## src/rtl/pc_fetch_unit.sv

```systemverilog
// pc_fetch_unit: RISC-V fetch front end, one outstanding imem read, single-entry output register
module pc_fetch_unit #(
    parameter logic [31:0] RESET_PC = 32'h0000_0000,
    parameter int unsigned PC_STEP  = 4
) (
    input  logic        clk,
    input  logic        reset,
    output logic        imem_req,
    output logic [31:0] imem_addr,
    input  logic        imem_gnt,
    input  logic        imem_rvalid,
    input  logic [31:0] imem_rdata,
    input  logic        redirect_valid,
    input  logic [31:0] redirect_pc,
    output logic        if_valid,
    input  logic        if_ready,
    output logic [31:0] if_pc,
    output logic [31:0] if_instr
);
    typedef enum logic [1:0] {REQ, WAIT, DRAIN} state_t;
    state_t      state, state_n;
    logic [31:0] pc, pc_n, if_pc_n, if_instr_n;
    logic        if_valid_n;
    assign imem_addr = pc;
    assign imem_req  = !reset && state == REQ && !redirect_valid && (!if_valid || if_ready);
    // next state: redirect flushes everything; a response still in flight is drained
    always_comb begin
        state_n    = state;
        pc_n       = pc;
        if_valid_n = if_valid && !if_ready;
        if_pc_n    = if_pc;
        if_instr_n = if_instr;
        if (redirect_valid) begin
            pc_n       = redirect_pc & ~32'h3;
            if_valid_n = 1'b0;
            state_n    = (state == REQ || imem_rvalid) ? REQ : DRAIN;
        end else if (state == REQ) begin
            state_n = (imem_req && imem_gnt) ? WAIT : REQ;
        end else if (imem_rvalid) begin
            state_n = REQ;
            if (state == WAIT) begin
                if_valid_n = 1'b1;
                if_pc_n    = pc;
                if_instr_n = imem_rdata;
                pc_n       = pc + 32'(PC_STEP);
            end
        end
    end
    // state, pc and output register
    always_ff @(posedge clk or posedge reset) begin
        if (reset) begin
            state    <= REQ;
            pc       <= RESET_PC;
            if_valid <= 1'b0;
            if_pc    <= 32'h0;
            if_instr <= 32'h0;
        end else begin
            state    <= state_n;
            pc       <= pc_n;
            if_valid <= if_valid_n;
            if_pc    <= if_pc_n;
            if_instr <= if_instr_n;
        end
    end
endmodule

```

## config.mk

```make
export PLATFORM = sky130hd
export DESIGN_NAME = pc_fetch_unit
export DESIGN_NICKNAME = d
export VERILOG_FILES = /design/src/rtl/pc_fetch_unit.sv
export SDC_FILE = /design/constraint.sdc
export NUM_CORES = 1
export LEC_CHECK = 0
export CELL_PAD_IN_SITES_DETAIL_PLACEMENT = 1
export CELL_PAD_IN_SITES_GLOBAL_PLACEMENT = 2
export CORE_MARGIN = 2
export CORE_UTILIZATION = 30
export CTS_BUF_LIST = sky130_fd_sc_hd__clkbuf_8
export CTS_CLUSTER_SIZE = 30
export DETAILED_ROUTE_END_ITERATION = 10
export GPL_ROUTABILITY_DRIVEN = 1
export PLACE_DENSITY = 0.95
export SYNTH_ARGS = -nofsm -noshare
export SYNTH_HDL_FRONTEND = slang
export SYNTH_SLANG_ARGS = --single-unit
```

## constraint.sdc

```tcl
create_clock -name clk -period 9.8 [get_ports clk]
set_clock_uncertainty 0.1 [all_clocks]
set_input_delay 1.96 -clock clk [delete_from_list [all_inputs] [get_ports clk]]
set_output_delay 1.96 -clock clk [all_outputs]
set_load 0.01 [all_outputs]
```

==> results of run 1 <==
[worst paths after layout]
kind,slack [ps],startpoint,endpoint
max in group asynchronous,6580,reset,if_instr[14]
hold reg to reg,410,if_pc[27],if_pc[27]
hold / removal,410,if_pc[27],if_pc[27]
min in group asynchronous,1850,reset,if_valid
setup / recovery,4320,if_ready,imem_req
setup reg to reg,7010,state[1],if_instr[18]
[report_power, final]
part / internal [W] / switching [W]
registers: 0.000487 / 0.0000670
clock network: 0.000122 / 0.000138
logic: 0.000254 / 0.000149
[layer usage]
metal	part of all wire (%)	routed length, um	up-vias	track usage, %
met5	0	0	-	0
met4	1.6	204	0	6.68
met3	4.3	549	15	3.78
met2	51	6510	84	28.0
met1	43	5420	1774	21.1
li1	-	-	1626	-
[state kept, by name (all words and copies together), names as in the netlist]
name / count
state: 2
if_pc: 30
if_instr: 32
imem_addr: 30
if_valid: 1
[critical path, stage by stage]
cell	delay, ps
clkdlybuf4s50_1	450
nand2b_1	120
nand2_1	60
nor3_1	240
clkdlybuf4s50_1	590
[layout by cell type (no fill, tap or decap), types with 2 or more instances in the layout]
cell type	netlist	routed
a211o_1	2	2
a21oi_1	3	3
a31oi_1	12	12
and4_1	2	2
buf_4	4	4
clkbuf_8	0	10
clkdlybuf4s50_1	0	160
conb_1	1	4
dfrtp_1	95	95
inv_1	6	8
mux2_2	58	58
mux2i_1	2	2
nand2_1	30	30
nand3_1	11	11
nand4_1	7	7
nor2_1	20	19
nor3_1	5	5
nor4_1	7	7
o21ai_0	23	23
o31ai_1	11	11
or3_1	2	2
or4_1	17	17
xnor2_1	10	10
xor2_1	2	2
[cell families after synthesis]
group / Yosys count / share of synthesized area, %
AO/OA/AOI/OAI: 57 / 8.34
buffers and inverters: 35 / 3.82
XOR/XNOR: 12 / 2.47
multiplexers: 60 / 15.8
AND/OR/NAND/NOR: 107 / 13.4
other: 1 / 0.0880
flip-flops: 95 / 55.8
adder cells (fa/ha/maj): 1 / 0.294
[metrics by stage]
| stage | cell area [um2] | hold slack (ps) | power [W] | cells | setup slack [ps] |
|---|---|---|---|---|---|
| after detailed placement | 6010 | 395 | 0.000973 | 688 | 4310 |
| after CTS | 6200 | 418 | 0.00124 | 704 | 4310 |
| after global routing | 6200 | 431 | 0.00129 | 704 | 4290 |
| final | 6200 | 412 | 0.00122 | 704 | 4320 |
| after floorplan | 4270 | 410 | 0.000707 | 371 | 5240 |
| after global placement | 6010 | 388 | 0.000952 | 688 | 4350 |
[area by class of cell]
| class | count | share of cell area, % |
|---|---|---|
| inverters | 7 | 0.464 |
| flip-flops and latches | 95 | 38.4 |
| clock buffers | 10 | 2.22 |
| repair buffers | 165 | 26.4 |
| clock inverters | 6 | 0.868 |
| multi-input cells | 241 | 28.0 |
| well taps | 180 | 3.63 |
==> qor.txt, run 1 <==
fin util = 44.6%
register area share after synthesis = 55.8%
total power divided by cell area = 196 mW/mm2
Reg2Reg Depth = 5
WL final = 12700 um
total CTS buffers = 9
period utilisation layout = 55.9%
Ant. Diodes = 0
area occupied by multi-input gates = 0.00174 mm2
Storage cell area = 0.00238 mm2
via density per instance = 4.97
relative max-transition margin = 44.0%
DRC = 0
row cnt = 43
dominant synthesized flop cell = dfrtp_1
Worst-Skew Late Latency = 370 ps
post-cts repair resize count = 0
kind of end point of the critical path = output pin
Pleak = 2.44 nW
Slew Limit Fails = 0
Die Height = 123 um
global-route wire length before repair = 19400 um
number of flops mapped to enable cells by yosys = 0
Synth Area per Inst = 11.6 um2
grt ovf = 0
crit path launch type = primary input
Peak VDD IR = 0.000102 V
initial antenna violation count = 0
Layout Nets = 590
final setup TNS = 0 ps
# port buffers = 161
synthesized flop and latch total = 95
# clock sinks = 95
most frequent cell after synthesis = dfrtp_1
CTS tree = built
clock root buffer = clkbuf_8
floorplan core area = 0.0139 mm2
Synth area leaders = dfrtp_1, mux2_2, or4_1
max_cap viols = 0
Worst Path Max Fanout = 2
hold_buf cts = 0
Clk pin slew, worst setup/hold paths = 90 ps
YS warnings = 0
asr flop ratio synth = 100%
Initial Utilization = 30.7%
largest net degree at the start of global routing = 66
GPL Wtd Cong = 0.776
critical path arrival = 3420 ps
critical path class = in2out
Longest Clk Path Bufs = 2
Final Setup Violations = 0
Pre-antenna DRT Iters = 4
Hold Vio Cnt, Final = 0
RSZ-0062 raised after global routing = no
WL per Instance = 18.0 um
Hold Path Cell Cnt = 1
Fill cells = 1505
detailed-route via count = 3499
DIE AREA = 0.0152 mm2
Netlist Area Pre-Place = 0.00426 mm2
run status = finished, final reports clean
WP data required = 7740 ps
worst slew pin tran = 839 ps
worst hold path class = reg2reg
CTS HTree Levels = 3
Final Critical Period = 5480 ps
post-CTS setup buffers = 0
Distinct cells, synth = 40
Post-synth top cells = dfrtp_1, mux2_2, nand2_1
all-layer global routing usage = 16.8%
die span in x = 123 um
Routed Antenna Nets = 0
Max Clock Freq = 0.183 GHz
layout cells sized above 1 = 15.3%
Final HPWL DP = 9180 um
Yosys top cell area share = 55.8%
area leader, netlist = dfrtp_1
Layout area overhead = 45.5%
# IOs = 168
Mapped Cells = 368
vias in the first global route = 3615
drt initial violations = 135
No activity file was read; power rests on OpenSTA's default activity.
==> run 2: changes to the inputs <==
--- a/config.mk
+++ b/config.mk
@@ -8,12 +8,12 @@
 export CELL_PAD_IN_SITES_DETAIL_PLACEMENT = 1
 export CELL_PAD_IN_SITES_GLOBAL_PLACEMENT = 2
 export CORE_MARGIN = 2
-export CORE_UTILIZATION = 30
+export CORE_UTILIZATION = 27
 export CTS_BUF_LIST = sky130_fd_sc_hd__clkbuf_8
 export CTS_CLUSTER_SIZE = 30
 export DETAILED_ROUTE_END_ITERATION = 10
 export GPL_ROUTABILITY_DRIVEN = 1
-export PLACE_DENSITY = 0.95
+export PLACE_DENSITY = 0.93
 export SYNTH_ARGS = -nofsm -noshare
 export SYNTH_HDL_FRONTEND = slang
 export SYNTH_SLANG_ARGS = --single-unit
==> constraint.sdc (replaced) <==
create_clock -name clk -period 5.54 [get_ports clk]
set_clock_uncertainty 0.1 [all_clocks]
set_input_delay 1.108 -clock clk [delete_from_list [all_inputs] [get_ports clk]]
set_output_delay 1.108 -clock clk [all_outputs]
set_load 0.01 [all_outputs]
==> run 2 against run 1 <==
Routed wire length grew 3.5%. Cell count grew 4.4%. Setup slack lost 2600 ps. Sequential power grew 77%. Sequential share of layout area shrank 0.40 points. Die area grew 11%. Power grew 78%. Combinational power grew 78%. Sequential cell count is the same. Critical path depth is the same. Utilization shrank 3.8 points. Global-route usage shrank 0.89 points. Critical endpoint unchanged. Highest routed layer is now met5.
==> qor.txt, run 2 (synthesis gave the netlist of run 1 again) <==
run status = finished, final reports clean (unchanged)
Most flops, register = if_instr (unchanged)
crit path launch type = primary input (unchanged)
WL per Instance = 17.9 um (was 18.0 um)
total power divided by cell area = 346 mW/mm2 (was 196 mW/mm2)
detailed-route via count = 3546 (was 3499)
relative max-transition margin = 46.6% (was 44.0%)
WP data required = 4330 ps (was 7740 ps)
met1 usage in global routing = 19.5% (was 21.1%)
Initial Utilization = 27.8% (was 30.7%)
kind of end point of the critical path = output pin (unchanged)
Final Critical Period = 3810 ps
global-route wire length before repair = 20500 um (was 19400 um)
Ant. Diodes = 0 (unchanged)
DRC = 0 (unchanged)
commonest non-fill, non-tap cell in the layout = clkdlybuf4s50_1 (unchanged)
# port buffers = 161 (unchanged)
Slew Limit Fails = 0 (unchanged)
routing usage on met2 = 27.6% (was 28.0%)
period utilisation layout = 68.8%
Clk pin slew, worst setup/hold paths = 80 ps (was 90 ps)
Final HPWL DP = 9700 um (was 9180 um)
clock root buffer = clkbuf_8 (unchanged)
Pleak = 2.45 nW (was 2.44 nW)
vias in the first global route = 3767 (was 3615)
largest net degree at the start of global routing = 59 (was 66)
worst hold path class = reg2reg (unchanged)
DIE AREA = 0.0168 mm2 (was 0.0152 mm2)
grt ovf = 0 (unchanged)
Routed Antenna Nets = 0 (unchanged)
fin util = 40.9% (was 44.6%)
# clock sinks = 95 (unchanged)
number of flip-flops under the largest register name = 32 (unchanged)
Hold Vio Cnt, Final = 0 (unchanged)
all-layer global routing usage = 15.9% (was 16.8%)
GR peak layer = met2 (unchanged)
initial antenna violation count = 1 (was 0)
Die Height = 130 um (was 123 um)
critical path arrival = 2610 ps (was 3420 ps)
most frequent cells in the layout = clkdlybuf4s50_1, dfrtp_1, mux2_2, nand2_1, o21ai_0 (unchanged)
Layout Nets = 590 (unchanged)
die span in x = 130 um (was 123 um)
Final Setup Violations = 0 (unchanged)
Pre-antenna DRT Iters = 4 (unchanged)
Longest Clk Path Bufs = 2 (unchanged)
critical path class = in2out (unchanged)
via density per instance = 4.82 (was 4.97)
met3 GRT Util = 3.22% (was 3.78%)
Layout area overhead = 47.0% (was 45.5%)
max_cap viols = 0 (unchanged)
worst hold margin = 411 ps (was 412 ps)
CTS HTree Levels = 3 (unchanged)
GPL Wtd Cong = 0.735 (was 0.776)
floorplan core area = 0.0153 mm2 (was 0.0139 mm2)
post-CTS setup buffers = 0 (unchanged)
layout cells sized above 1 = 15.6% (was 15.3%)
CTS tree = built (unchanged)
hold_buf cts = 0 (unchanged)
final setup TNS = 0 ps (unchanged)
Peak VDD IR = 0.000152 V (was 0.000102 V)
WL final = 13100 um (was 12700 um)
Worst-Skew Late Latency = 370 ps (about the same)
post-cts repair resize count = 0 (unchanged)
total CTS buffers = 9 (unchanged)
worst slew pin tran = 793 ps (was 839 ps)
Max Clock Freq = 0.262 GHz
RSZ-0062 raised after global routing = no (unchanged)
Worst Path Max Fanout = 2 (unchanged)
drt initial violations = 111 (was 135)
# IOs = 168 (unchanged)
row cnt = 45 (was 43)
-- run 2: layer usage --
layer	up-vias	wire, um
li1	1623	-
met1	1806	5350
met2	96	6920
met3	19	585
met4	2	263
met5	-	13
-- run 2: area by class of cell --
type                            count  area, um2
Clock inverter                      2       12.5
Fill cell                        1673       9050
Multi-Input combinational cell    241       1740
Tap cell                          211        264
Timing Repair Buffer              165       1650
Clock buffer                       14        193
Inverter                            7       28.8
Sequential cell                    95       2380
-- run 2: final timing paths --
kind | startpoint | end | slack, ps | cells past startpoint
setup reg to reg | state[1] | imem_addr[19] | 2720 | 5
hold / removal | if_pc[14] | if_pc[14] | 410 | 1
setup / recovery | reset | imem_req | 1730 | 5
min in group asynchronous | reset | if_instr[16] | 1160 | 2
hold reg to reg | if_pc[14] | if_pc[14] | 410 | 1
max in group asynchronous | reset | if_pc[17] | 3180 | 3
-- run 2: power breakdown --
part	internal, W	switching (W)
logic	0.000450	0.000267
clock network	0.000225	0.000246
registers	0.000861	0.000120
-- run 2: worst max-delay path: stages --
cell and delay [ps]:
clkdlybuf4s50_1 470, nor2_1 110, nand2_1 60, nor3_1 220, clkdlybuf4s50_1 630
-- run 2: metrics by stage --
step / total power [W] / cell area, um2 / cells / worst slack [ps]
floorplan: 0.00125 / 4270 / 371 / 1850
global placement: 0.00169 / 6060 / 719 / 1660
detailed placement: 0.00173 / 6060 / 719 / 1560
CTS: 0.00221 / 6260 / 735 / 1720
global route: 0.00229 / 6260 / 735 / 1630
finish: 0.00217 / 6260 / 735 / 1730
==> run 3: changes to the inputs <==
--- a/config.mk
+++ b/config.mk
@@ -8,12 +8,12 @@
 export CELL_PAD_IN_SITES_DETAIL_PLACEMENT = 1
 export CELL_PAD_IN_SITES_GLOBAL_PLACEMENT = 2
 export CORE_MARGIN = 2
-export CORE_UTILIZATION = 27
+export CORE_UTILIZATION = 25
 export CTS_BUF_LIST = sky130_fd_sc_hd__clkbuf_8
 export CTS_CLUSTER_SIZE = 30
 export DETAILED_ROUTE_END_ITERATION = 10
 export GPL_ROUTABILITY_DRIVEN = 1
-export PLACE_DENSITY = 0.93
+export PLACE_DENSITY = 0.91
 export SYNTH_ARGS = -nofsm -noshare
 export SYNTH_HDL_FRONTEND = slang
 export SYNTH_SLANG_ARGS = --single-unit
==> constraint.sdc (replaced) <==
create_clock -name clk -period 3.3 [get_ports clk]
set_clock_uncertainty 0.1 [all_clocks]
set_input_delay 0.66 -clock clk [delete_from_list [all_inputs] [get_ports clk]]
set_output_delay 0.66 -clock clk [all_outputs]
set_load 0.01 [all_outputs]
==> run 3 against run 2 <==
First-iteration DRC count up 41%. Sequential share of layout area down 0.22 points. Non-clock buffer count up 4. Via count down 0.96%. Combinational power up 67%. Register-to-register slack worse by 2100 ps. Setup slack worse by 1300 ps. Critical endpoint unchanged. Largest power group unchanged.
==> qor.txt, run 3 (synthesis gave the netlist of run 1 again) <==
# IOs = 168 (unchanged)
Pleak = 2.46 nW (was 2.45 nW)
run status = finished, final reports clean (unchanged)
clock root buffer = clkbuf_8 (unchanged)
layout cells sized above 1 = 16.3% (was 15.6%)
Ant. Diodes = 0 (unchanged)
DP Area = 0.00612 mm2 (was 0.00606 mm2)
DRC = 0 (unchanged)
Worst Path Max Fanout = 2 (unchanged)
max_cap viols = 0 (unchanged)
grt ovf = 0 (unchanged)
critical path class = in2out (unchanged)
# port buffers = 161 (unchanged)
Routed Antenna Nets = 0 (unchanged)
detailed-route via count = 3512 (was 3546)
DIE AREA = 0.0181 mm2 (was 0.0168 mm2)
post-CTS setup buffers = 0 (unchanged)
Clk pin slew, worst setup/hold paths = 80 ps (about the same)
die span in x = 135 um (was 130 um)
Peak VDD IR = 0.000223 V (was 0.000152 V)
CTS tree = built (unchanged)
Slew Limit Fails = 0 (unchanged)
Initial Utilization = 25.6% (was 27.8%)
all-layer global routing usage = 15.0% (was 15.9%)
row cnt = 47 (was 45)
CTS HTree Levels = 3 (unchanged)
Longest Clk Path Bufs = 2 (unchanged)
worst hold path class = reg2reg (unchanged)
GPL Wtd Cong = 0.753 (was 0.735)
total CTS buffers = 9 (unchanged)
Die Height = 135 um (was 130 um)
drt initial violations = 157 (was 111)
crit path launch type = primary input (unchanged)
WL final = 13100 um (about the same)
period utilisation layout = 88.5%
final setup TNS = 0 ps (unchanged)
Layout area overhead = 47.9% (was 47.0%)
post-cts repair resize count = 0 (unchanged)
RSZ-0062 raised after global routing = no (unchanged)
number of flip-flops under the largest register name = 32 (unchanged)
kind of end point of the critical path = output pin (unchanged)
Final Setup Violations = 0 (unchanged)
# clock sinks = 95 (unchanged)
floorplan core area = 0.0166 mm2 (was 0.0153 mm2)
Layout Nets = 594 (was 590)
hold_buf cts = 0 (unchanged)
final instance area = 0.00630 mm2 (was 0.00626 mm2)
Final HPWL DP = 9870 um (was 9700 um)
Pre-antenna DRT Iters = 4 (unchanged)
commonest non-fill, non-tap cell in the layout = clkdlybuf4s50_1 (unchanged)
via density per instance = 4.70 (was 4.82)
WL per Instance = 17.5 um (was 17.9 um)
most frequent cells in the layout = clkdlybuf4s50_1, dfrtp_1, mux2_2, nand2_1, o21ai_0 (unchanged)
total power divided by cell area = 567 mW/mm2 (was 346 mW/mm2)
largest net degree at the start of global routing = 64 (was 59)
global-route wire length before repair = 21000 um (was 20500 um)
WP data required = 2540 ps (was 4330 ps)
Most flops, register = if_instr (unchanged)
Hold Vio Cnt, Final = 0 (unchanged)
Final Critical Period = 2920 ps
Worst-Skew Late Latency = 380 ps (was 370 ps)
critical path arrival = 2160 ps (was 2610 ps)
FF-to-FF setup slack = 640 ps (was 2720 ps)
Max Clock Freq = 0.342 GHz
initial antenna violation count = 0 (was 1)
vias in the first global route = 3817 (was 3767)
run 3: changes by cell type in the layout (fill, tap and decap cells not counted):
| cell | before | now |
|---|---|---|
| buf_12 | 1 | 3 |
| buf_4 | 3 | 5 |
| clkbuf_8 | 14 | 10 |
| clkinv_2 | 0 | 2 |
| clkinvlp_4 | 0 | 2 |
run 3: worst paths after layout:
path,start,end,cells past startpoint
max in group asynchronous,reset,state[0],3
min in group asynchronous,reset,if_pc[17],2
worst max register to register,imem_addr[2],imem_addr[28],5
worst max-delay path,reset,imem_req,5
worst min register to register,if_instr[13],if_instr[13],1
worst min-delay path,if_instr[13],if_instr[13],1
run 3: worst max-delay path, cell delays in order:
cell,delay (ps)
clkdlybuf4s50_1,470
nor2_1,150
nand2_1,70
nor3_1,210
clkdlybuf4s50_1,590
run 3: cell type report:
class | count | area (um2)
clock buffers | 10 | 138
multi-input cells | 241 | 1740
inverters | 7 | 28.8
flip-flops and latches | 95 | 2380
repair buffers | 169 | 1700
well taps | 220 | 275
clock inverters | 6 | 37.5
fillers | 1829 | 10300
run 3: report_power, final:
group / total, W / internal [W] / switching, W
Clock: 0.000717 / 0.000291 / 0.000427
Sequential: 0.00165 / 0.00145 / 0.000201
Combinational: 0.00120 / 0.000760 / 0.000444
run 3: metrics by stage:
stage | setup slack [ps] | total power [W] | hold slack, ps | cells | util [%]
4_1_cts | 364 | 0.00364 | 415 | 748 | 37.8
2_1_floorplan | 63.0 | 0.00210 | 410 | 371 | -
5_1_grt | 294 | 0.00378 | 422 | 748 | 37.8
6_report | 379 | 0.00357 | 410 | 748 | 37.8
3_5_place_dp | 216 | 0.00290 | 394 | 732 | 36.8
3_3_place_gp | 261 | 0.00284 | 388 | 732 | 36.8
run 3: layer usage:
layer  GRT usage [%]  share of wire, %  wire length, um
met5               0                 0                0
met4            5.26               1.6              204
met3            3.42               5.1              672
met2            27.0                53             6930
met1            17.6                40             5290
